===== src/rtl/mc_control_fsm.sv =====
// Multi-cycle RISC-V control FSM.
// Sequences IF/ID/EX/MEM/WB/PCU for one instruction at a time and drives
// the datapath strobes combinationally from the current state and inputs.
// A saturating stall counter guards the IF and MEM memory waits; if memory
// stays busy for STALL_LIMIT cycles the machine halts with a sticky mem_error.
module mc_control_fsm #(
  parameter int STALL_LIMIT = 255
) (
  input  logic       clk,
  input  logic       reset,
  input  logic [6:0] opcode,
  input  logic       alu_bcond,
  input  logic       ecall_halt,
  input  logic       mem_ready,
  output logic       pc_write,
  output logic       pc_source,
  output logic       i_or_d,
  output logic       mem_read,
  output logic       mem_write,
  output logic       ir_write,
  output logic       reg_write,
  output logic       mem_to_reg,
  output logic       pc_to_reg,
  output logic       alu_src_a,
  output logic [1:0] alu_src_b,
  output logic [1:0] alu_op_sel,
  output logic       is_halted,
  output logic       mem_error,
  output logic [2:0] state
);

  typedef enum logic [2:0] {
    S_IF   = 3'd0,
    S_ID   = 3'd1,
    S_EX   = 3'd2,
    S_MEM  = 3'd3,
    S_WB   = 3'd4,
    S_PCU  = 3'd5,
    S_HALT = 3'd6,
    S_BAD  = 3'd7
  } state_t;

  localparam logic [6:0] OP_ARITH  = 7'b0110011;
  localparam logic [6:0] OP_ARITHI = 7'b0010011;
  localparam logic [6:0] OP_LOAD   = 7'b0000011;
  localparam logic [6:0] OP_STORE  = 7'b0100011;
  localparam logic [6:0] OP_BRANCH = 7'b1100011;
  localparam logic [6:0] OP_JAL    = 7'b1101111;
  localparam logic [6:0] OP_JALR   = 7'b1100111;
  localparam logic [6:0] OP_ECALL  = 7'b1110011;

  localparam logic [1:0] SRCB_RS2 = 2'b00;
  localparam logic [1:0] SRCB_4   = 2'b01;
  localparam logic [1:0] SRCB_IMM = 2'b10;
  localparam logic [1:0] ALU_ADD  = 2'b00;
  localparam logic [1:0] ALU_BR   = 2'b01;
  localparam logic [1:0] ALU_FN   = 2'b10;

  // Counter wide enough for the limit, never narrower than 8 bits.
  localparam int CW = ($clog2(STALL_LIMIT + 1) > 8) ? $clog2(STALL_LIMIT + 1) : 8;
  localparam logic [CW-1:0] CNT_MAX = '1;
  localparam logic [CW:0]   LIMIT   = (CW+1)'(STALL_LIMIT);

  state_t        cur, nxt;
  logic [CW-1:0] stall_cnt;
  logic          mem_err_q;
  logic          stalled;
  logic          timeout;
  logic          is_load, is_store;

  assign is_load  = (opcode == OP_LOAD);
  assign is_store = (opcode == OP_STORE);

  // A stall is a memory-wait state with memory still busy; this cycle is the
  // limit cycle when it would be stall number STALL_LIMIT.
  assign stalled = ((cur == S_IF) || (cur == S_MEM)) && !mem_ready;
  assign timeout = stalled && (({1'b0, stall_cnt} + {{CW{1'b0}}, 1'b1}) >= LIMIT);

  // Next-state selection; a ready handshake always beats the timeout because
  // timeout already requires mem_ready=0.
  always_comb begin
    nxt = cur;
    case (cur)
      S_IF: begin
        if (timeout)        nxt = S_HALT;
        else if (mem_ready) nxt = S_ID;
      end
      S_ID: begin
        case (opcode)
          OP_ECALL: nxt = ecall_halt ? S_HALT : S_PCU;
          OP_ARITH, OP_ARITHI, OP_LOAD, OP_STORE,
          OP_BRANCH, OP_JAL, OP_JALR: nxt = S_EX;
          default:  nxt = S_PCU;
        endcase
      end
      S_EX: begin
        case (opcode)
          OP_ARITH, OP_ARITHI: nxt = S_WB;
          OP_LOAD, OP_STORE:   nxt = S_MEM;
          OP_BRANCH:           nxt = alu_bcond ? S_IF : S_PCU;
          OP_JAL, OP_JALR:     nxt = S_IF;
          default:             nxt = S_PCU;
        endcase
      end
      S_MEM: begin
        if (timeout)        nxt = S_HALT;
        else if (mem_ready) nxt = is_load ? S_WB : S_PCU;
      end
      S_WB:    nxt = S_PCU;
      S_PCU:   nxt = S_IF;
      S_HALT:  nxt = S_HALT;
      default: nxt = S_HALT;
    endcase
  end

  // State, stall counter and sticky memory-error flag.
  always_ff @(posedge clk or posedge reset) begin
    if (reset) begin
      cur       <= S_IF;
      stall_cnt <= '0;
      mem_err_q <= 1'b0;
    end else begin
      cur <= nxt;
      if ((nxt != cur) || !stalled)
        stall_cnt <= '0;
      else if (stall_cnt != CNT_MAX)
        stall_cnt <= stall_cnt + 1'b1;
      if (timeout)
        mem_err_q <= 1'b1;
    end
  end

  // Datapath strobes decoded from state and inputs; held low during reset.
  always_comb begin
    pc_write   = 1'b0;
    pc_source  = 1'b0;
    i_or_d     = 1'b0;
    mem_read   = 1'b0;
    mem_write  = 1'b0;
    ir_write   = 1'b0;
    reg_write  = 1'b0;
    mem_to_reg = 1'b0;
    pc_to_reg  = 1'b0;
    alu_src_a  = 1'b0;
    alu_src_b  = SRCB_RS2;
    alu_op_sel = ALU_ADD;
    is_halted  = 1'b0;
    if (!reset) begin
      case (cur)
        S_IF: begin
          mem_read = 1'b1;
          ir_write = mem_ready;
        end
        S_ID: begin
          // ALUOut captures PC+imm for branch/JAL targets.
          alu_src_b = SRCB_IMM;
        end
        S_EX: begin
          case (opcode)
            OP_ARITH: begin
              alu_src_a  = 1'b1;
              alu_op_sel = ALU_FN;
            end
            OP_ARITHI: begin
              alu_src_a  = 1'b1;
              alu_src_b  = SRCB_IMM;
              alu_op_sel = ALU_FN;
            end
            OP_LOAD, OP_STORE: begin
              alu_src_a = 1'b1;
              alu_src_b = SRCB_IMM;
            end
            OP_BRANCH: begin
              alu_src_a  = 1'b1;
              alu_op_sel = ALU_BR;
              pc_write   = alu_bcond;
              pc_source  = alu_bcond;
            end
            OP_JAL: begin
              pc_write  = 1'b1;
              pc_source = 1'b1;
              reg_write = 1'b1;
              pc_to_reg = 1'b1;
            end
            OP_JALR: begin
              alu_src_a = 1'b1;
              alu_src_b = SRCB_IMM;
              pc_write  = 1'b1;
              reg_write = 1'b1;
              pc_to_reg = 1'b1;
            end
            default: ;
          endcase
        end
        S_MEM: begin
          i_or_d    = 1'b1;
          mem_read  = is_load;
          mem_write = is_store;
        end
        S_WB: begin
          reg_write  = 1'b1;
          mem_to_reg = is_load;
        end
        S_PCU: begin
          alu_src_b = SRCB_4;
          pc_write  = 1'b1;
        end
        S_HALT:  is_halted = 1'b1;
        default: ;
      endcase
    end
  end

  assign mem_error = mem_err_q;
  assign state     = cur;

endmodule

===== config.mk =====
export PLATFORM = sky130hd
export DESIGN_NAME = mc_control_fsm
export DESIGN_NICKNAME = d
export VERILOG_FILES = /design/src/rtl/mc_control_fsm.sv
export SDC_FILE = /design/constraint.sdc
export NUM_CORES = 1
export LEC_CHECK = 0
export ABC_CLOCK_PERIOD_IN_PS = 3300
export CORE_ASPECT_RATIO = 1.25
export CORE_UTILIZATION = 40
export DETAILED_ROUTE_END_ITERATION = 6
export DONT_BUFFER_PORTS = 1
export GPL_TIMING_DRIVEN = 0
export PLACE_DENSITY = 0.66
export SYNTH_ARGS = -nofsm -noshare
export SYNTH_HDL_FRONTEND = slang
export SYNTH_SLANG_ARGS = --single-unit
export TNS_END_PERCENT = 100

===== constraint.sdc =====
create_clock -name clk -period 3.3 [get_ports clk]
set_input_delay 0.66 -clock clk [delete_from_list [all_inputs] [get_ports clk]]
set_output_delay 0.66 -clock clk [all_outputs]
set_load 0.005 [all_outputs]

-- Word-level counts from Yosys, hierarchy flattened
Cells that the tools add are included.
Widths: inputs -> output; s select.
- equal/unequal tests: 16
- muxes and demuxes: 44
- add/subtract/negate cells: 2
- reductions and logical operators: 14
- magnitude comparators: 1
- operators with widths (operator ; number):
    $eq 7x7->1 const B ; 4
    $mux 1 ; 22
    $pmux 3 s6 ; 1
    $mux 8 ; 2
    $mux 3 ; 5
    $eq 7x6->1 const B ; 2
    $pmux 3 s4 ; 1
    $mux 2 ; 5
    $pmux 1 s2 ; 5
    $add 8x1->9 const B ; 1
    $eq 3x3->1 const B ; 3
    $ge 9x8->1 const B ; 1
    $add 8x1->8 const B ; 1
    $ne 8x8->1 const B ; 1
    $eq 7x2->1 const B ; 1
    $eq 7x5->1 const B ; 1
    $reduce_or 7->1 ; 1
    $eq 3x2->1 const B ; 2
    $pmux 2 s3 ; 1
    $pmux 3 s2 ; 1
    $reduce_or 2->1 ; 3
    $reduce_or 6->1 ; 1
    $pmux 2 s2 ; 1
    $reduce_or 4->1 ; 1
    7 further kinds ; 10
- register bits: 12
- output and inout port bits: 19

-- Depth between registers and ports, before layout
- depth in word-level cells: 9
- depth in mapped cells: 7
- depth with buffers taken out: 7

-- Worst setup path before layout
OpenSTA, ideal clock, no wires.
- kind: input to output
- start: in reset
- end: out pc_source
- path slack: 916 ps
- data arrival time: 1724 ps
- required time: 2640 ps
- stages on the path: 5
- buffers on the path: 0
- cells stage by stage: inv_1 > nand3_1 > or2_2 > nor2_2 > a22o_1
- word-level cells in the longest chain between the ends: 1
- RTL lines (what ; RTL line ; RTL):
    start: declaration ; 10 ; input logic reset,
    $mux 1 ; 148 ; if (!reset) begin
    end: declaration ; 16 ; output logic pc_source,
No other way between the ends.

-- Worst setup path in the final report
Same ends and word-level chain as after synthesis.

==> impl_metrics.json <==
{
  "p_leak_nw": 0.454,
  "path_clk_slew_ns": 0.07,
  "first_pass_iters": 5,
  "synthCells": 128,
  "worstReg2RegStart": "stall_cnt[0]$_DFFE_PP0P_",
  "hp-class": "in2async",
  "grt_pass1_vias": 955,
  "synth_fa_ha_area_share_pct": 2.34,
  "setup_viol": 0,
  "place_congestion": 0.930,
  "die_y_um": 59.8,
  "rsz0062_at_grt": "no",
  "endpoint_kind": "output pin",
  "h-tree-depth": 1,
  "r2r_slack_ns": 1.46,
  "status": "finished clean",
  "crit_family": "simple AND/OR/NAND/NOR gates",
  "ir_worst_vdd_mv": 0.334,
  "synthXorXnorAreaFrac_pct": 3.28,
  "yosysSeqAreaShare_pct": 28.1,
  "grt_usage_pct": 18.8,
  "cts_resized": 0,
  "portBuffers": 0,
  "critPathLaunchType": "input pin",
  "worstSetupPathType": "in2out",
  "startpoint": "reset",
  "ant_nets": 0,
  "cts_tree": "yes",
  "synth_edf_count": 0,
  "num_rows": 20,
  "post_cts_buffers": 0,
  "dp_hpwl_um": 2000,
  "clock_latency_ns": 0.27,
  "numCtsBuffers": 3,
  "synth_seq_cells": 12,
  "area_growth_pct": 7.27,
  "crit_chain": "inv_1 -> nand3_1 -> or2_2 -> nor2_2 -> a22o_1",
  "hold_viol_final": 0,
  "synth_nets": 142,
  "die_w_um": 48.2,
  "r2r_cells": 6,
  "path_buf_inv": 1,
  "grt_max_degree": 14,
  "powerDensity_nw_per_um2": 501,
  "min_period_ns": 2.56,
  "crit_path_top_delay_cell": "inv_1",
  "grt_pass1_wl_um": 3930,
  "synth_mux_area_share_pct": 0,
  "synth.distinct_cells": 52,
  "fin_hold_ws_ns": 0.292,
  "worst_path_largest_cell_delay_ns": 0.35,
  "drtIter0Drc": 13,
  "crit_cells": 5,
  "r2r_end": "stall_cnt[1]$_DFFE_PP0P_",
  "vias": 1023,
  "cts.sinks": 12,
  "clk_path_buf_depth": 2,
  "crit_fanout": 13,
  "synth_top_family_by_area": "simple AND/OR/NAND/NOR gates",
  "synth_compound_area_share_pct": 22.7,
  "synthesis.area_um2": 1070,
  "timing.final.crit_share_pct": 77.6,
  "async_flop_share_pct": 100,
  "tns_ns": 0,
  "crit_path_end": "pc_source",
  "wl_um": 2500,
  "slew_viol_final": 0,
  "fmax_mhz": 390,
  "dpl-instance-area_um2": 1110,
  "overflow": 0,
  "clock_skew_ns": 0.00425,
  "routed_via_density": 6.20,
  "wire_per_inst_um": 15.2,
  "antenna_cells": 0,
  "stdcell_area_um2": 1140,
  "cp_data_arrival_time_ns": 1.90,
  "drv_cap": 0,
  "critical_path_required_ns": 2.64,
  "drc": 0,
  "synth-simple-area-share_pct": 39.4,
  "core_um2": 2480,
  "worst_slew_pin_slew_ns": 0.598,
  "initial_utilization_pct": 43.1,
  "avgSynthCellArea_um2": 8.34,
  "antenna_found_initial": 0,
  "ctsHoldBuffers": 0,
  "yosys_warnings": 0,
  "ios": 31,
  "final_nets": 147,
  "dieArea_um2": 2880,
  "cts-root-buf": "clkbuf_4",
  "synth_ff_type": "dfrtp_1",
  "drive_above_1_share_pct": 18.2,
  "slew_headroom_pct": 59.1
}
-- cell usage after synthesis (all sizes together), types with 2 or more instances --
cell type	instances	area share [%]
a21oi	9	4.2
a2111oi	2	1.6
or2	3	2.0
and4	2	1.8
nor3	5	3.3
nor3b	3	2.6
nor4	2	1.2
a31oi	2	1.2
nand2b	4	2.6
nand4	3	2.3
clkbuf	3	1.1
dfrtp	12	28
nor2	13	5.0
o21a	2	1.4
o21ai	7	4.3
ha	2	2.3
o31ai	2	1.4
buf	2	0.94
nand3	6	4.2
nor4b	2	1.6
xnor2	2	1.6
xor2	2	1.6
inv	6	2.1
nand2	9	3.2
or3	2	1.6
a211oi	2	1.4
and3	5	3.0
-- kinds of logic (layout without fill, tap and decap cells) --
group | after synthesis | count (layout)
AO/OA/AOI/OAI | 35 | 35
AND/OR/NAND/NOR | 64 | 64
adder cells (fa/ha/maj) | 2 | 2
flip-flops | 12 | 12
XOR/XNOR | 4 | 4
buffers and inverters | 11 | 15
-- layout make-up --
type,instances,area (um2)
fillers,240,1330
multi-input cells,105,723
flip-flops and latches,12,300
well taps,33,41.3
clock buffers,4,36.3
inverters,6,22.5
plain buffers,5,21.3
-- layout by cell type (no fill, tap or decap), drive strengths merged, types with 4 or more instances in the layout --
master / instances
nor2: 13
o21ai: 7
clkbuf: 7
a21oi: 9
and3: 5
dfrtp: 12
nand2: 9
nand2b: 4
inv: 6
nand3: 6
nor3: 5
-- worst reg2reg max path: stages, from the launching register on --
cell	delay, ns
dfrtp_1	0.45
ha_1	0.26
and3_1	0.24
nand3_2	0.17
o31a_1	0.28
o21ai_4	0.13
a211oi_1	0.22
-- sequential cells by signal (all words and copies together) (netlist names) --
register and flops:
state 3, stall_cnt 8, mem_error 1
-- where the power goes --
| part | total (mW) | internal (mW) | switching [mW] | leakage [nW] |
|---|---|---|---|---|
| registers | 0.208 | 0.169 | 0.0389 | 0.163 |
| clock network | 0.112 | 0.0670 | 0.0454 | 0.0210 |
| logic | 0.253 | 0.0945 | 0.158 | 0.270 |
| total | 0.573 | 0.331 | 0.242 | 0.454 |
-- routing by layer --
layer  share of wire (%)  vias up  track usage (%)  wire (um)
li1                    -      489                -          -
met1                  40      495             20.5        991
met2                  53       35             33.9       1330
met3                 5.5        4             2.42        137
met4                 1.6        0             8.73         41
met5                   0        -                0          0
-- stage by stage --
stage	setup WS [ns]	utilization, %	power [mW]	std cells
floorplan	0.916	-	0.402	128
global placement	0.721	44.7	0.455	161
detailed placement	0.702	44.7	0.458	161
CTS	0.697	46.2	0.575	165
global route	0.516	46.2	0.620	165
finish	0.738	46.2	0.573	165
-- how the worst min path moves through the flow --
stage,slack [ns],to
after floorplan,0.46,stall_cnt[6]$_DFFE_PP0P_
after global placement,0.49,stall_cnt[6]$_DFFE_PP0P_
after detailed placement,0.49,mem_error$_DFFE_PP0P_
after CTS,0.30,stall_cnt[3]$_DFFE_PP0P_
after global routing,0.32,state[2]$_DFF_PP0_
final,0.29,state[1]$_DFF_PP0_
(Power assumes the default switching activity.)
